==> config.mk <==
export PLATFORM = sky130hd
export DESIGN_NAME = nibble_serial_add_ctrl
export DESIGN_NICKNAME = d
export VERILOG_FILES = /design/src/rtl/nibble_serial_add_ctrl.sv
export SDC_FILE = /design/constraint.sdc
export NUM_CORES = 1
export LEC_CHECK = 0
export ABC_AREA = 1
export ABC_CLOCK_PERIOD_IN_PS = 2300
export BUFFER_PORTS_ARGS = -buffer_cell sky130_fd_sc_hd__buf_2
export CAP_MARGIN = 20
export CORE_ASPECT_RATIO = 0.6
export CORE_MARGIN = 4
export CORE_UTILIZATION = 53
export CTS_CLUSTER_DIAMETER = 120
export DETAILED_ROUTE_END_ITERATION = 8
export PLACE_DENSITY = 0.78
export SKIP_CTS_REPAIR_TIMING = 1
export SLEW_MARGIN = 40
export SYNTH_ARGS = -nofsm -noshare
export SYNTH_HDL_FRONTEND = slang
export SYNTH_SLANG_ARGS = --single-unit
==> constraint.sdc <==
create_clock -name clk -period 2.3 [get_ports clk]
set_clock_uncertainty 0.15 [all_clocks]
set_input_delay 0.23 -clock clk [delete_from_list [all_inputs] [get_ports clk]]
set_output_delay 0.23 -clock clk [all_outputs]
set_load 0.01 [all_outputs]
==> src/rtl/nibble_serial_add_ctrl.sv <==
// ============================================================================
// nibble_serial_add_ctrl
// ----------------------------------------------------------------------------
// Purpose:
//   Wide add/subtract built around one shared 4-bit ripple-carry slice. The
//   operands are processed one nibble per clock, least-significant nibble
//   first. The carry between nibbles is held in a register. Subtraction is
//   done as a + ~b + ~ci, so ci acts as a borrow-in and co = 1 means no borrow.
//
// Parameters:
//   WIDTH      operand/result width in bits (multiple of 4, >= 8)
//
// Ports:
//   clk        rising-edge clock
//   rst        asynchronous, active-high reset
//   in_valid   a, b, op and ci are valid
//   in_ready   controller is idle and can accept a new operation
//   op         0 = add (a+b+ci), 1 = sub (a-b-ci)
//   a, b       operands
//   ci         carry-in (add) / borrow-in (sub)
//   out_valid  sum, co and ovf are valid and held
//   out_ready  consumer accepts the result
//   sum        result
//   co         final carry-out (sub: 1 = no borrow)
//   ovf        two's-complement signed overflow
// ============================================================================
module nibble_serial_add_ctrl #(
    parameter int WIDTH = 16
) (
    input  logic             clk,
    input  logic             rst,
    input  logic             in_valid,
    output logic             in_ready,
    input  logic             op,
    input  logic [WIDTH-1:0] a,
    input  logic [WIDTH-1:0] b,
    input  logic             ci,
    output logic             out_valid,
    input  logic             out_ready,
    output logic [WIDTH-1:0] sum,
    output logic             co,
    output logic             ovf
);

    localparam int NIB   = WIDTH / 4;
    localparam int CNT_W = (NIB > 1) ? $clog2(NIB) : 1;

    typedef enum logic [1:0] {
        IDLE,
        RUN,
        DONE
    } state_t;

    state_t           state;
    state_t           state_nxt;
    logic [CNT_W-1:0] cnt;
    logic             carry;
    logic [WIDTH-1:0] a_sh;
    logic [WIDTH-1:0] b_sh;
    logic [WIDTH-1:0] res;
    logic             co_r;
    logic             ovf_r;
    logic [3:0]       slice_s;
    logic             slice_co;
    logic             accept;
    logic             last;

    // The shared 4-bit slice: pure combinational a + b + carry-in.
    always_comb begin
        {slice_co, slice_s} = {1'b0, a_sh[3:0]} + {1'b0, b_sh[3:0]} + {4'b0000, carry};
    end

    assign accept = (state == IDLE) && in_valid;
    assign last   = (state == RUN) && (cnt == CNT_W'(NIB - 1));

    // ------------------------------------------------------------------------
    // FSM: state register
    // ------------------------------------------------------------------------
    // NOTE: sequential state uses non-blocking (<=) so every register samples
    // the pre-edge values; blocking here would create order-dependent races.
    always_ff @(posedge clk or posedge rst) begin
        if (rst) begin
            state <= IDLE;
        end else begin
            state <= state_nxt;
        end
    end

    // ------------------------------------------------------------------------
    // FSM: next state and handshake outputs
    // ------------------------------------------------------------------------
    // NOTE: every output of this block gets a default first, so no path can
    // leave a value unassigned and infer a latch.
    always_comb begin
        state_nxt = state;
        in_ready  = 1'b0;
        out_valid = 1'b0;
        case (state)
            IDLE: begin
                in_ready = 1'b1;
                if (in_valid) state_nxt = RUN;
            end
            RUN: begin
                if (last) state_nxt = DONE;
            end
            DONE: begin
                out_valid = 1'b1;
                if (out_ready) state_nxt = IDLE;
            end
            default: state_nxt = IDLE;
        endcase
    end

    // ------------------------------------------------------------------------
    // Datapath: operand shifters, carry register, result accumulation
    // ------------------------------------------------------------------------
    always_ff @(posedge clk or posedge rst) begin
        if (rst) begin
            cnt   <= '0;
            carry <= 1'b0;
            a_sh  <= '0;
            b_sh  <= '0;
            res   <= '0;
            co_r  <= 1'b0;
            ovf_r <= 1'b0;
        end else if (accept) begin
            // Subtraction folds into addition: invert b and the borrow-in.
            a_sh  <= a;
            b_sh  <= op ? ~b : b;
            carry <= op ? ~ci : ci;
            cnt   <= '0;
        end else if (state == RUN) begin
            a_sh  <= a_sh >> 4;
            b_sh  <= b_sh >> 4;
            // Each nibble enters at the top; after NIB passes the LSB nibble
            // has walked down to bits [3:0].
            res   <= {slice_s, res[WIDTH-1:4]};
            carry <= slice_co;
            cnt   <= cnt + 1'b1;
            if (last) begin
                co_r  <= slice_co;
                // On the last pass a_sh/b_sh[3] are the original operand sign
                // bits and slice_s[3] is the result sign bit.
                ovf_r <= (a_sh[3] ~^ b_sh[3]) & (slice_s[3] ^ a_sh[3]);
            end
        end
    end

    assign sum = res;
    assign co  = co_r;
    assign ovf = ovf_r;

endmodule
==> out/qor.txt, run 1 <==
register bit total from synthesis -> 55
cells after synthesis -> 299
Overflow after GRT -> 0
largest net degree at the start of global routing -> 56
H-tree levels -> 2
Clock Latency Late Sink -> 0.31 ns
Clk pin slew, worst setup/hold paths -> 0.10 ns
Max Transition Viols Final -> 0
peak fanout along the critical path -> 3
clock share of power -> 13.8%
layout cell share with drive strength beyond 1 -> 21.2%
Critical Path Sink Type -> flip-flop
sw frac -> 43.4%
WP data arrival -> 1.92 ns
max_cap viols -> 0
1st-iter DRT viols -> 153
maximum vdd ir drop -> 0.687 mV
failing checks -> hold timing
internal power -> 2340 uW
Yosys cell types -> 19
Core Region -> 4640 sq um
die area -> 6080 sq um
PnR worst setup slack -> 0.438 ns
RSZ-0062 raised after global routing -> no
worst slew pin tran -> 0.467 ns
Switching Power -> 1800 uW
worst hold slack -> -0.00810 ns
Mapped Nets -> 343
Worst Reg-to-Reg Cells -> 6
setup_tns -> 0 ns
endpoints failing hold -> 3
Residual DRC -> 0
HPWL Detailed -> 3.77 mm
Critical R2R Launch -> carry
WHS Path Cells -> 3
Die W -> 98.1 microns
CTS Buf Count -> 5
logic gate share of total power -> 44.6%
number of global-route vias before repair -> 1899
fin crit share -> 80.9%
clk root buf -> clkbuf_8
R2R Setup Slk -> 0.44 ns
dpl cells -> 409
Ant. Diodes -> 0
most common cell after layout, fill and taps aside -> nand2_1
Seq/Total Area, Yosys -> 53.4%
min-delay src -> a[0]
Hold Path End -> a_sh[0]
CTS tree -> built
antenna violations before repair -> 0
dpl ws -> 0.451 ns
I/O pins -> 58
Lkg Pwr -> 0.00165 uW
Achievable Freq -> 537 MHz
post-route ant nets -> 0
Vias/cell -> 5.05
Seq pwr share -> 41.6%
post-layout min period -> 1.86 ns
commonest cells after routing, fill and taps aside -> nand2_1, buf_2, dfrtp_1
GPL Wtd Cong -> 0.804
Slew HR -> 68.8%
Synth warnings -> 0
clock sink count -> 55
Avg Cell Area, Syn -> 8.62 sq um
starting density of the core -> 55.6%
Hold Path Class -> input port to flip-flop
P per Cell Area -> 1350 nW/um^2
final-report setup violation count -> 0
Buffers on Ports -> 57
Total Wirelength -> 5.44 mm
Max Buffers Root-to-Sink -> 2
Reg-to-Reg End -> carry
P&R area growth vs syn -> 19.2%
Total Routing Usage GR -> 18.7%
wire per inst -> 12.7 microns
Core Rows -> 19
Worst EP required -> 2.35 ns
drt pass-1 iters -> 4
status -> finished, violations left
Netlist Area Pre-Place -> 2580 sq um
Final Non-Filler Cells -> 427
nets -> 407
CP Launch Type -> flip-flop
Die Span Y -> 62.0 microns
critical setup path kind -> flip-flop to flip-flop
first-pass GRT wire length -> 8.90 mm
Vias -> 2155
[routing by layer]
| layer | GRT usage [%] | vias up | share of wire, % |
|---|---|---|---|
| met2 | 27.5 | 55 | 45 |
| met1 | 27.6 | 1022 | 47 |
| met4 | 5.52 | 0 | 1.1 |
| met3 | 4.91 | 8 | 6.7 |
| met5 | 0 | - | 0 |
| li1 | - | 1070 | - |
[synthesized netlist by cell type]
cell | number | area share, %
a21oi_1 | 4 | 0.78
nand2_1 | 145 | 21
nor2_2 | 1 | 0.24
inv_4 | 1 | 0.24
fa_1 | 2 | 1.6
o21ai_0 | 8 | 1.6
nor2_1 | 3 | 0.44
inv_2 | 2 | 0.29
xor2_1 | 13 | 4.4
nor2_4 | 1 | 0.44
dfrtp_1 | 55 | 53
xnor2_1 | 4 | 1.4
buf_6 | 6 | 2.6
o31ai_1 | 1 | 0.29
inv_1 | 6 | 0.87
nand3_1 | 33 | 6.4
ha_1 | 4 | 1.9
buf_2 | 7 | 1.4
nand2_2 | 3 | 0.73
[power by group through the flow]
stage                     combinational [uW]  sequential [uW]  clock (uW)
after global placement                  1760             1730           0
after floorplan                         1370             1740           0
final                                   1850             1720         570
after CTS                               1860             1720         575
after global routing                    2140             1790         623
after detailed placement                1830             1740           0
[flip-flops by register name (all words and copies together), names as in the netlist]
signal and flops:
ovf 1, a_sh 16, b_sh 16, carry 1, cnt 2, sum 16
state 2, co 1
[area by class of cell]
class	count	area (sq um)
fill	414	1560
clock buffer	6	82.6
clock inverter	2	16.3
tap	63	78.8
timing repair buffer	70	420
multi-input combinational	222	1060
inverter	9	36.3
sequential	55	1380
[worst max-delay path by stage]
| stage | start | end | slack (ns) | depth (start not counted) |
|---|---|---|---|---|
| CTS | carry | carry | 0.43 | 6 |
| global placement | carry | carry | 0.50 | 6 |
| floorplan | carry | carry | 0.56 | 6 |
| global route | carry | carry | 0.36 | 6 |
| finish | carry | carry | 0.44 | 6 |
| detailed placement | carry | carry | 0.45 | 6 |
[cell families (layout without fill, tap and decap cells)]
family                   Yosys count  count (layout)  synth area share (%)
AO/OA/AOI/OAI                     13              13                  2.62
XOR/XNOR                          17              17                  5.77
adder cells (fa/ha/maj)            6               6                  3.49
buffers and inverters             22              87                  5.39
flip-flops                        55              55                  53.4
AND/OR/NAND/NOR                  186             186                  29.4
[stage by stage]
step | utilization (%) | hold WS, ns | total power [uW] | instance area (sq um)
global route | 66.3 | 0.00246 | 4550 | 3070
finish | 66.3 | -0.00810 | 4140 | 3070
floorplan | - | 0.175 | 3110 | 2580
global placement | 62.0 | 0.151 | 3490 | 2880
detailed placement | 62.0 | 0.152 | 3570 | 2880
CTS | 64.2 | -0.190 | 4160 | 2970
[worst max-delay path: stages, from the launching register on]
cell     delay (ns)
dfrtp_1        0.41
fa_1           0.47
fa_1           0.41
nand3_1        0.08
nand2_1        0.07
nand2_1        0.08
nand3_1        0.07
Power figures use the tool's default switching activity.
==> inputs of run 2 (changes only) <==
Settings changed: ABC_AREA 1 to 0, ABC_CLOCK_PERIOD_IN_PS 2300 to 1540, CORE_UTILIZATION 53 to 48, PLACE_DENSITY 0.78 to 0.75.
Clock period 2.3 ns to 1.54 ns, I/O delays scaled along.
==> run 2 against run 1 <==
Effect of this change: the run ends with hold timing, setup timing left; core utilization rose by 1.7 points; global-route usage fell by 0.80 points; count of clock-buffer cells in the layout did not move; clock power rose by 73%; cell count fell by 3.7%; die area rose by 7.4%; largest power group unchanged; setup slack got worse by 0.75 ns; highest routed layer unchanged; register-to-register slack got worse by 0.75 ns; flip-flop and latch count did not move.
==> out/qor.txt, run 2 <==
met3 WL post-DR -> 378 microns (+4.4%)
Core Util, Final -> 68.1% (+1.7 points)
number of synthesized flops with an enable pin -> 0 (unchanged)
Die W -> 102 microns (+3.7%)
Total Routing Usage GR -> 17.9% (-0.80 points)
post-route ant nets -> 0 (unchanged)
largest net degree at the start of global routing -> 29 (-48%)
P&R area growth vs syn -> 36.7%
antenna violations before repair -> 0 (unchanged)
P per Cell Area -> 1950 nW/um^2 (+45%)
H-tree levels -> 2 (unchanged)
Vias/cell -> 5.16 (+2.3%)
Mapped Nets -> 297 (-13%)
maximum vdd ir drop -> 0.673 mV (-2.0%)
Total Wirelength -> 5.92 mm (+8.8%)
Ant. Diodes -> 0 (unchanged)
Yosys cell types -> 31 (+12)
Final Cell Area -> 3460 sq um (+12%)
worst slew pin tran -> 0.451 ns (-0.0168 ns)
final-report setup violation count -> 6 (+6)
most common cell after layout, fill and taps aside -> nand2_1
Core Rows -> 20 (+1)
clock sink count -> 55 (unchanged)
Synth warnings -> 0 (unchanged)
Slew HR -> 70.0% (+1.2 points)
number of global-route vias before repair -> 1990 (+4.8%)
failing checks -> hold timing, setup timing
endpoints failing hold -> 1 (-2)
Fillers -> 420 (+1.4%)
met2 routed WL -> 2.78 mm (+13%)
Clock Latency Late Sink -> 0.30 ns (about the same)
status -> finished, violations left
commonest cells after routing, fill and taps aside -> nand2_1, buf_2, dfrtp_1
Worst EP required -> 1.59 ns (-0.76 ns)
WP data arrival -> 1.90 ns (-0.02 ns)
Lkg Pwr -> 0.00173 uW (+5.2%)
max_cap viols -> 0 (unchanged)
Synth area leader -> dfrtp_1
Storage cell area -> 1380 sq um (+0.18%)
clk root buf -> clkbuf_8
first-pass GRT wire length -> 9.09 mm (+2.2%)
ys async rst share -> 100% (unchanged)
top-area cell type share of the netlist area -> 54.4% (+1.1 points)
Max Buffers Root-to-Sink -> 2 (unchanged)
nets -> 388 (-4.7%)
1st-iter DRT viols -> 70 (-54%)
RSZ-0062 raised after global routing -> yes
top_reg_cell synth -> dfrtp_1
HPWL Detailed -> 3.89 mm (+3.3%)
CTS tree -> built
Core Region -> 5080 sq um (+9.6%)
dpl ws -> -0.318 ns (-0.769 ns)
Critical Path Sink Type -> flip-flop
GPL Wtd Cong -> 0.814 (+1.3%)
Residual DRC -> 0 (unchanged)
cell with the most instances after synthesis -> nand2_1
I/O pins -> 58 (unchanged)
PnR worst setup slack -> -0.315 ns (-0.753 ns)
cells after synthesis -> 253 (-15%)
fin crit share -> 120% (+40 points)
Die Span Y -> 64.2 microns (+3.5%)
Overflow after GRT -> 0 (unchanged)
Netlist Area Pre-Place -> 2530 sq um (-1.9%)
Post-synth top cells -> nand2_1, dfrtp_1, xnor2_1
WL met1 -> 2.70 mm (+5.3%)
Achievable Freq -> 539 MHz (+0.37%)
top cells by area, synth -> dfrtp_1, nand2_1, xnor2_1
CTS Buf Count -> 5 (unchanged)
Vias -> 2121 (-1.6%)
starting density of the core -> 49.8% (-5.8 points)
register bit total from synthesis -> 55 (unchanged)
die area -> 6530 sq um (+7.4%)
critical setup path kind -> flip-flop to flip-flop
peak fanout along the critical path -> 2 (-1)
Hold Path Class -> input port to flip-flop
area of the multi-input gates -> 1130 sq um (+6.4%)
Avg Cell Area, Syn -> 9.99 sq um (+16%)
wire per inst -> 14.4 microns (+13%)
placed cell areas -> 3050 sq um (+5.9%)
Clk pin slew, worst setup/hold paths -> 0.09 ns (about the same)
post-layout min period -> 1.85 ns (-0.00678 ns)
worst hold slack -> -0.0270 ns (-0.0189 ns)
top layer in use -> met4
CP Launch Type -> flip-flop
layout cell share with drive strength beyond 1 -> 32.8% (+12 points)
Buffers on Ports -> 57 (unchanged)
drt pass-1 iters -> 4 (unchanged)
Seq/Total Area, Yosys -> 54.4% (+1.1 points)
Max Transition Viols Final -> 0 (unchanged)
## run 2: cell count changes in the layout (fill, tap and decap cells not counted), sizes merged, moves of 11 or more
cell / change
a221o: +12
buf: +19
xnor2: +13
dlygate4sd3: +11
nand2: -66
a22oi: +13
xor2: -12
nand3: -22
## run 2: area by class of cell
cell class                 count  share of cell area, %
sequential                    55                   39.9
clock buffer                   6                   2.39
multi-input combinational    181                   32.7
tap                           66                   2.39
inverter                       1                  0.217
clock inverter                 2                   1.01
timing repair buffer         100                   21.4
## run 2: final timing paths
path / cells past startpoint / slack (ns) / endpoint / start
setup / recovery: 5 / -0.31 / co / carry
hold / removal: 3 / -0.03 / b_sh[15] / b[15]
setup reg to reg: 5 / -0.31 / co / carry
hold reg to reg: 2 / 0.33 / sum[2] / sum[2]
max in group asynchronous: 4 / 0.52 / state[0] / rst
min in group asynchronous: 3 / 0.23 / sum[14] / rst
## run 2: logic make-up after synthesis
group	count (synthesis)	synth area share [%]
fa+ha+maj	6	3.56
compound gates	41	12.8
buf+inv	17	3.76
flops	55	54.4
simple gates	116	19.2
xor+xnor	18	6.23
## run 2: power by group
group | total (uW) | internal, uW | switching (uW)
sequential | 2500 | 2070 | 433
clock | 988 | 527 | 462
combinational | 3250 | 1590 | 1660
total | 6730 | 4180 | 2560
## run 2: per-layer routing
metal,global-route usage [%],vias to the layer above
met5,0,-
met4,4.98,0
met3,4.58,6
met2,26.8,70
met1,25.7,1013
li1,-,1032
## run 2: critical path, stage by stage (launching register included)
cell,delay (ns)
dfrtp_1,0.42
fa_2,0.41
fa_2,0.35
a21o_1,0.18
a21oi_2,0.15
o21ai_1,0.09
## run 2: through the flow
| step | power (uW) | TNS [ns] | std cells |
|---|---|---|---|
| floorplan | 4270 | -0.681 | 253 |
| finish | 6730 | -1.08 | 411 |
| detailed placement | 5450 | -1.11 | 380 |
| global route | 7280 | -1.45 | 411 |
| CTS | 6440 | -1.28 | 388 |
| global placement | 5350 | -0.935 | 380 |
